$ cat src/rtl/dmem_ctrl.sv
// Data-memory request controller: holds MEM-stage requests toward the data cache and registers extended load data.
// Optional cache-wait timeout is compiled in with `define DMEM_TIMEOUT_EN (limit = TIMEOUT_CYCLES).
module dmem_ctrl #(
    parameter int TIMEOUT_CYCLES = 255
) (
    input  logic        clk,
    input  logic        rst,
    input  logic        dmem_read,
    input  logic        dmem_write,
    input  logic [31:0] dmem_address,
    input  logic [31:0] dmem_wdata,
    input  logic [3:0]  mem_byte_enable,
    input  logic [2:0]  load_funct3,
    input  logic [1:0]  addr_lo,
    output logic        mem_stall,
    output logic [31:0] load_data,
    output logic        load_valid,
    output logic        load_misaligned,
    output logic        dmem_err,
    output logic        cache_read,
    output logic        cache_write,
    output logic [31:0] cache_address,
    output logic [31:0] cache_wdata,
    output logic [3:0]  cache_mbe,
    input  logic        cache_resp,
    input  logic [31:0] cache_rdata
);

    typedef enum logic [1:0] {S_IDLE, S_WAIT, S_DONE} state_t;

    localparam logic [2:0] F3_LB  = 3'b000;
    localparam logic [2:0] F3_LH  = 3'b001;
    localparam logic [2:0] F3_LW  = 3'b010;
    localparam logic [2:0] F3_LBU = 3'b100;
    localparam logic [2:0] F3_LHU = 3'b101;

    state_t      state;
    logic [31:0] req_addr;
    logic [31:0] req_wdata;
    logic [3:0]  req_mbe;
    logic [2:0]  req_funct3;
    logic [1:0]  req_lo;
    logic        req_write;
    logic        req_valid;
    logic        misaligned_now;

    function automatic logic [31:0] extract_load(input logic [2:0]  f3,
                                                 input logic [1:0]  lo,
                                                 input logic [31:0] word);
        logic [7:0]  b;
        logic [15:0] h;
        b = word[{lo, 3'b000} +: 8];
        h = lo[1] ? word[31:16] : word[15:0];
        case (f3)
            F3_LB:   return {{24{b[7]}}, b};
            F3_LH:   return {{16{h[15]}}, h};
            F3_LBU:  return {24'h0, b};
            F3_LHU:  return {16'h0, h};
            default: return word;
        endcase
    endfunction

    assign req_valid = dmem_read | dmem_write;

    // Stores are never checked; a read+write request counts as a store.
    assign misaligned_now = !dmem_write &&
                            (((load_funct3 == F3_LW) && (addr_lo != 2'b00)) ||
                             (((load_funct3 == F3_LH) || (load_funct3 == F3_LHU)) && addr_lo[0]));

    // NOTE: the stall must rise in the same cycle the request appears, so it is decoded from
    // state and request inputs rather than registered; every path assigns it, so no latch.
    always_comb begin
        mem_stall = (state == S_WAIT) || ((state == S_IDLE) && req_valid);
    end

    assign cache_read    = (state == S_WAIT) && !req_write;
    assign cache_write   = (state == S_WAIT) && req_write;
    assign cache_address = req_addr;
    assign cache_wdata   = req_wdata;
    assign cache_mbe     = req_mbe;

`ifdef DMEM_TIMEOUT_EN
    localparam int CNT_W = (TIMEOUT_CYCLES > 1) ? $clog2(TIMEOUT_CYCLES + 1) : 1;
    localparam logic [CNT_W-1:0] CNT_LAST = CNT_W'(TIMEOUT_CYCLES - 1);
    logic [CNT_W-1:0] wait_cnt;
`else
    assign dmem_err = 1'b0;
`endif

    // NOTE: all state below uses non-blocking assignments so every register samples
    // pre-edge values; the async reset clears the request copy too, so no X reaches the cache.
    always_ff @(posedge clk or posedge rst) begin
        if (rst) begin
            state           <= S_IDLE;
            req_addr        <= '0;
            req_wdata       <= '0;
            req_mbe         <= '0;
            req_funct3      <= '0;
            req_lo          <= '0;
            req_write       <= 1'b0;
            load_data       <= '0;
            load_valid      <= 1'b0;
            load_misaligned <= 1'b0;
`ifdef DMEM_TIMEOUT_EN
            dmem_err        <= 1'b0;
            wait_cnt        <= '0;
`endif
        end else begin
            case (state)
                S_IDLE: begin
                    load_valid      <= 1'b0;
                    load_misaligned <= 1'b0;
`ifdef DMEM_TIMEOUT_EN
                    dmem_err        <= 1'b0;
`endif
                    if (req_valid) begin
                        req_addr   <= dmem_address;
                        req_wdata  <= dmem_wdata;
                        req_mbe    <= mem_byte_enable;
                        req_funct3 <= load_funct3;
                        req_lo     <= addr_lo;
                        req_write  <= dmem_write;
                        if (misaligned_now) begin
                            load_data       <= '0;
                            load_valid      <= 1'b1;
                            load_misaligned <= 1'b1;
                            state           <= S_DONE;
                        end else begin
`ifdef DMEM_TIMEOUT_EN
                            wait_cnt <= '0;
`endif
                            state <= S_WAIT;
                        end
                    end
                end
                S_WAIT: begin
                    if (cache_resp) begin
                        load_data  <= req_write ? 32'h0 : extract_load(req_funct3, req_lo, cache_rdata);
                        load_valid <= 1'b1;
                        state      <= S_DONE;
                    end
`ifdef DMEM_TIMEOUT_EN
                    else if (wait_cnt == CNT_LAST) begin
                        load_data  <= '0;
                        load_valid <= 1'b1;
                        dmem_err   <= 1'b1;
                        state      <= S_DONE;
                    end else begin
                        wait_cnt <= wait_cnt + CNT_W'(1);
                    end
`endif
                end
                S_DONE: begin
                    load_valid      <= 1'b0;
                    load_misaligned <= 1'b0;
`ifdef DMEM_TIMEOUT_EN
                    dmem_err        <= 1'b0;
`endif
                    state           <= S_IDLE;
                end
                default: state <= S_IDLE;
            endcase
        end
    end

endmodule

$ cat config.mk
export PLATFORM = sky130hd
export DESIGN_NAME = dmem_ctrl
export DESIGN_NICKNAME = d
export VERILOG_FILES = /design/src/rtl/dmem_ctrl.sv
export SDC_FILE = /design/constraint.sdc
export NUM_CORES = 1
export LEC_CHECK = 0
export CAP_MARGIN = 20
export CELL_PAD_IN_SITES_DETAIL_PLACEMENT = 0
export CELL_PAD_IN_SITES_GLOBAL_PLACEMENT = 1
export CORE_MARGIN = 8
export CORE_UTILIZATION = 36
export CTS_BUF_LIST = sky130_fd_sc_hd__clkbuf_4 sky130_fd_sc_hd__clkbuf_8
export DETAILED_ROUTE_END_ITERATION = 8
export MAX_ROUTING_LAYER = met4
export PLACE_DENSITY_LB_ADDON = 0.1
export SLEW_MARGIN = 20
export SYNTH_ARGS = -nofsm -noshare
export SYNTH_HDL_FRONTEND = slang
export SYNTH_SLANG_ARGS = --single-unit
$ cat constraint.sdc
create_clock -name clk -period 6 [get_ports clk]
set_clock_uncertainty 0.05 [all_clocks]
set_input_delay 0.9 -clock clk [delete_from_list [all_inputs] [get_ports clk]]
set_output_delay 0.9 -clock clk [all_outputs]
set_load 0.03 [all_outputs]
==> flow_summary.yaml <==
outcome:
  status: "complete, no violations"
clocking:
  clk_pin_slew_ns: 0.10
  cts_inserted_buffers: 9
  tritoncts: "done"
  post-cts-setup-buffers: 0
  hold_buffers: 0
  htreeDepth: 3
  cts.sinks: 110
  clock_latency_ns: 0.37
  root_buffer: "clkbuf_8"
  cts.path.max_buffers: 2
  ctsResizeCount: 0
sta:
  max-slew-margin-rel_pct: 26.4
  worst_pin_slew_ns: 1.10
  post-route-worst-setup-slack_ns: 2.68
  fin_tns_setup_ns: 0
  maxSlewViolCount: 0
  fmax_ghz: 0.301
  fin_crit_sh_pct: 55.4
  setup_viol: 0
  finalCriticalPeriod_ns: 3.32
  rsz0062_at_grt: "false"
  finalHoldViolCount: 0
critical_path:
  critical_path_class: "reg2out"
  cp-end-kind: "output port"
  worst_ep_required_time_ns: 5.05
  worst-path-max-fanout: 8
  crit_arrival_ns: 2.37
  worstSetupStartpointType: "flop"
finish:
  final_cell_mix: "214 x clkdlybuf4s50_1, 110 x dfrtp_1, 86 x mux2_2"
  synthToLayoutAreaGrowth_pct: 50.7
  fill_cells: 1166
  final_common_cell: "clkdlybuf4s50_1"
  multi_input_area_mm2: 0.00196
  diodes: 0
  final-seq-area_mm2: 0.00275
  drive_gt1_share_pct: 20.7
  fin_nets: 674
power_and_ir_drop:
  p_per_area_mw_per_mm2: 578
  clock_power_share_pct: 11.2
  comb_power_share_pct: 57.6
  seqPwrFrac_pct: 31.2
  p_leak_nw: 3.03
  power.internal_mw: 2.44
  p_switching_mw: 1.80
  swShare_pct: 42.5
  ir_drop_uv: 403
route:
  drc_errors: 0
  vias: 3663
  wl_per_cell_um: 19.5
  drt-pass1-iter-count: 4
  wl_mm: 14.5
  viasPerCell: 4.94
  first_iter_violations: 267
  final_antenna_net_count: 0
global_routing:
  grt_pass1_vias: 4234
  track_usage_pct: 17.4
  antenna_found_initial: 0
  grt_max_degree: 75
  grt_pass1_wl_mm: 23.7
  overflow: 0
synth:
  syn_inst: 357
  synth-seq-area-share_pct: 56.5
  ys_ff_latch: 110
  ys.flop_type: "dfrtp_1"
  syn_avg_cell_area_um2: 13.6
  syn_nets: 471
  synth-edff-count: 0
  ys_async_sr_fraction_pct: 100
  syn-cell-area_mm2: 0.00487
  ys_warn_count: 0
  synth.distinct_cells: 43
floorplan:
  dieArea_mm2: 0.0175
  io-pin-count: 216
  die_h_um: 132
  die_x_um: 132
  initial_core_util_pct: 36.8
  core_mm2: 0.0132
  fp-row-count: 42
placed_design:
  io_buffer_count: 214
  pre_cts_ws_ns: 2.68
  hpwl_mm: 10.9
  globalplace.congestion: 0.835
worst_hold_path:
  hold_path_class: "reg2reg"
job:
  maxCapViolCount: 0
-- power by group through the flow --
stage / combinational [mW] / sequential, mW / clock [mW]
4_1_cts: 2.48 / 1.33 / 0.496
6_report: 2.44 / 1.32 / 0.476
3_5_place_dp: 2.47 / 1.34 / 0
5_1_grt: 2.60 / 1.38 / 0.525
3_3_place_gp: 2.45 / 1.32 / 0
2_1_floorplan: 0.936 / 1.91 / 0
-- sequential cells by signal, indices dropped and copies added (netlist names) --
| register | count |
|---|---|
| load_data | 32 |
| req_write | 1 |
| cache_mbe | 4 |
| req_lo | 2 |
| load_misaligned | 1 |
| cache_address | 32 |
| req_funct3 | 3 |
| cache_wdata | 32 |
| state | 2 |
| load_valid | 1 |
-- logic make-up after synthesis --
| logic type | synth area share (%) |
|---|---|
| buffers and inverters | 3.60 |
| other | 0.0770 |
| flip-flops | 56.5 |
| multiplexers | 21.8 |
| adder cells (fa/ha/maj) | 1.03 |
| AND/OR/NAND/NOR | 4.11 |
| AO/OA/AOI/OAI | 12.9 |
-- path summary, 6_finish.rpt --
check / from / to / slack [ns] / cells after the start
min reg2reg: load_data[18] / load_data[18] / 0.45 / 1
min: load_data[18] / load_data[18] / 0.45 / 1
max in group asynchronous: rst / cache_address[8] / 3.78 / 3
min in group asynchronous: rst / cache_address[30] / 0.97 / 2
max reg2reg: state[1] / load_data[5] / 3.31 / 6
max: state[1] / cache_read / 2.68 / 5
-- layout make-up --
type                            instances  area share (%)
Inverter                               12           0.648
Clock buffer                           13            2.27
Clock inverter                          3           0.579
Tap cell                              176            3.00
Timing Repair Buffer                  216            29.4
Sequential cell                       110            37.5
Multi-Input combinational cell        211            26.6
-- synth_stat cells, drive strengths merged, types with 2 or more instances --
library cell,n,share of area [%]
a22o,8,1.4
nor2,9,0.69
o32ai,7,1.3
inv,11,0.85
mux2,90,21
nand2b,5,0.64
clkbuf,11,0.85
buf,13,1.8
nand2,11,0.85
dfrtp,110,56
nor2b,2,0.26
a22oi,17,2.6
ha,4,1.0
nand3,2,0.31
a31oi,2,0.57
a2bb2oi,7,1.3
o2bb2ai,16,2.9
o21ai,4,0.64
a211oi,7,1.1
a21oi,6,0.69
-- routing by layer --
| layer | up-vias | GRT usage (%) | wire (um) |
|---|---|---|---|
| li1 | 1721 | - | - |
| met1 | 1786 | 21.7 | 6420 |
| met2 | 137 | 26.4 | 6790 |
| met3 | 19 | 5.14 | 994 |
| met4 | 0 | 5.93 | 247 |
| met5 | - | - | 0 |
-- metrics by stage --
stage / instances / util [%] / instance area (um^2) / hold slack [ns] / power (mW)
3_3_place_gp: 725 / 53.9 / 7130 / 0.424 / 3.77
2_1_floorplan: 357 / - / 4870 / 0.401 / 2.84
3_5_place_dp: 725 / 53.9 / 7130 / 0.426 / 3.81
4_1_cts: 741 / 55.4 / 7340 / 0.451 / 4.30
6_report: 741 / 55.4 / 7340 / 0.446 / 4.24
5_1_grt: 741 / 55.4 / 7340 / 0.464 / 4.50
-- critical path, cell delays in order, from the launching register on --
cell	delay [ns]
dfrtp_1	0.43
inv_1	0.09
ha_1	0.28
nand2b_1	0.26
inv_1	0.18
clkdlybuf4s50_1	0.75
No activity file was read; power rests on OpenSTA's default activity.
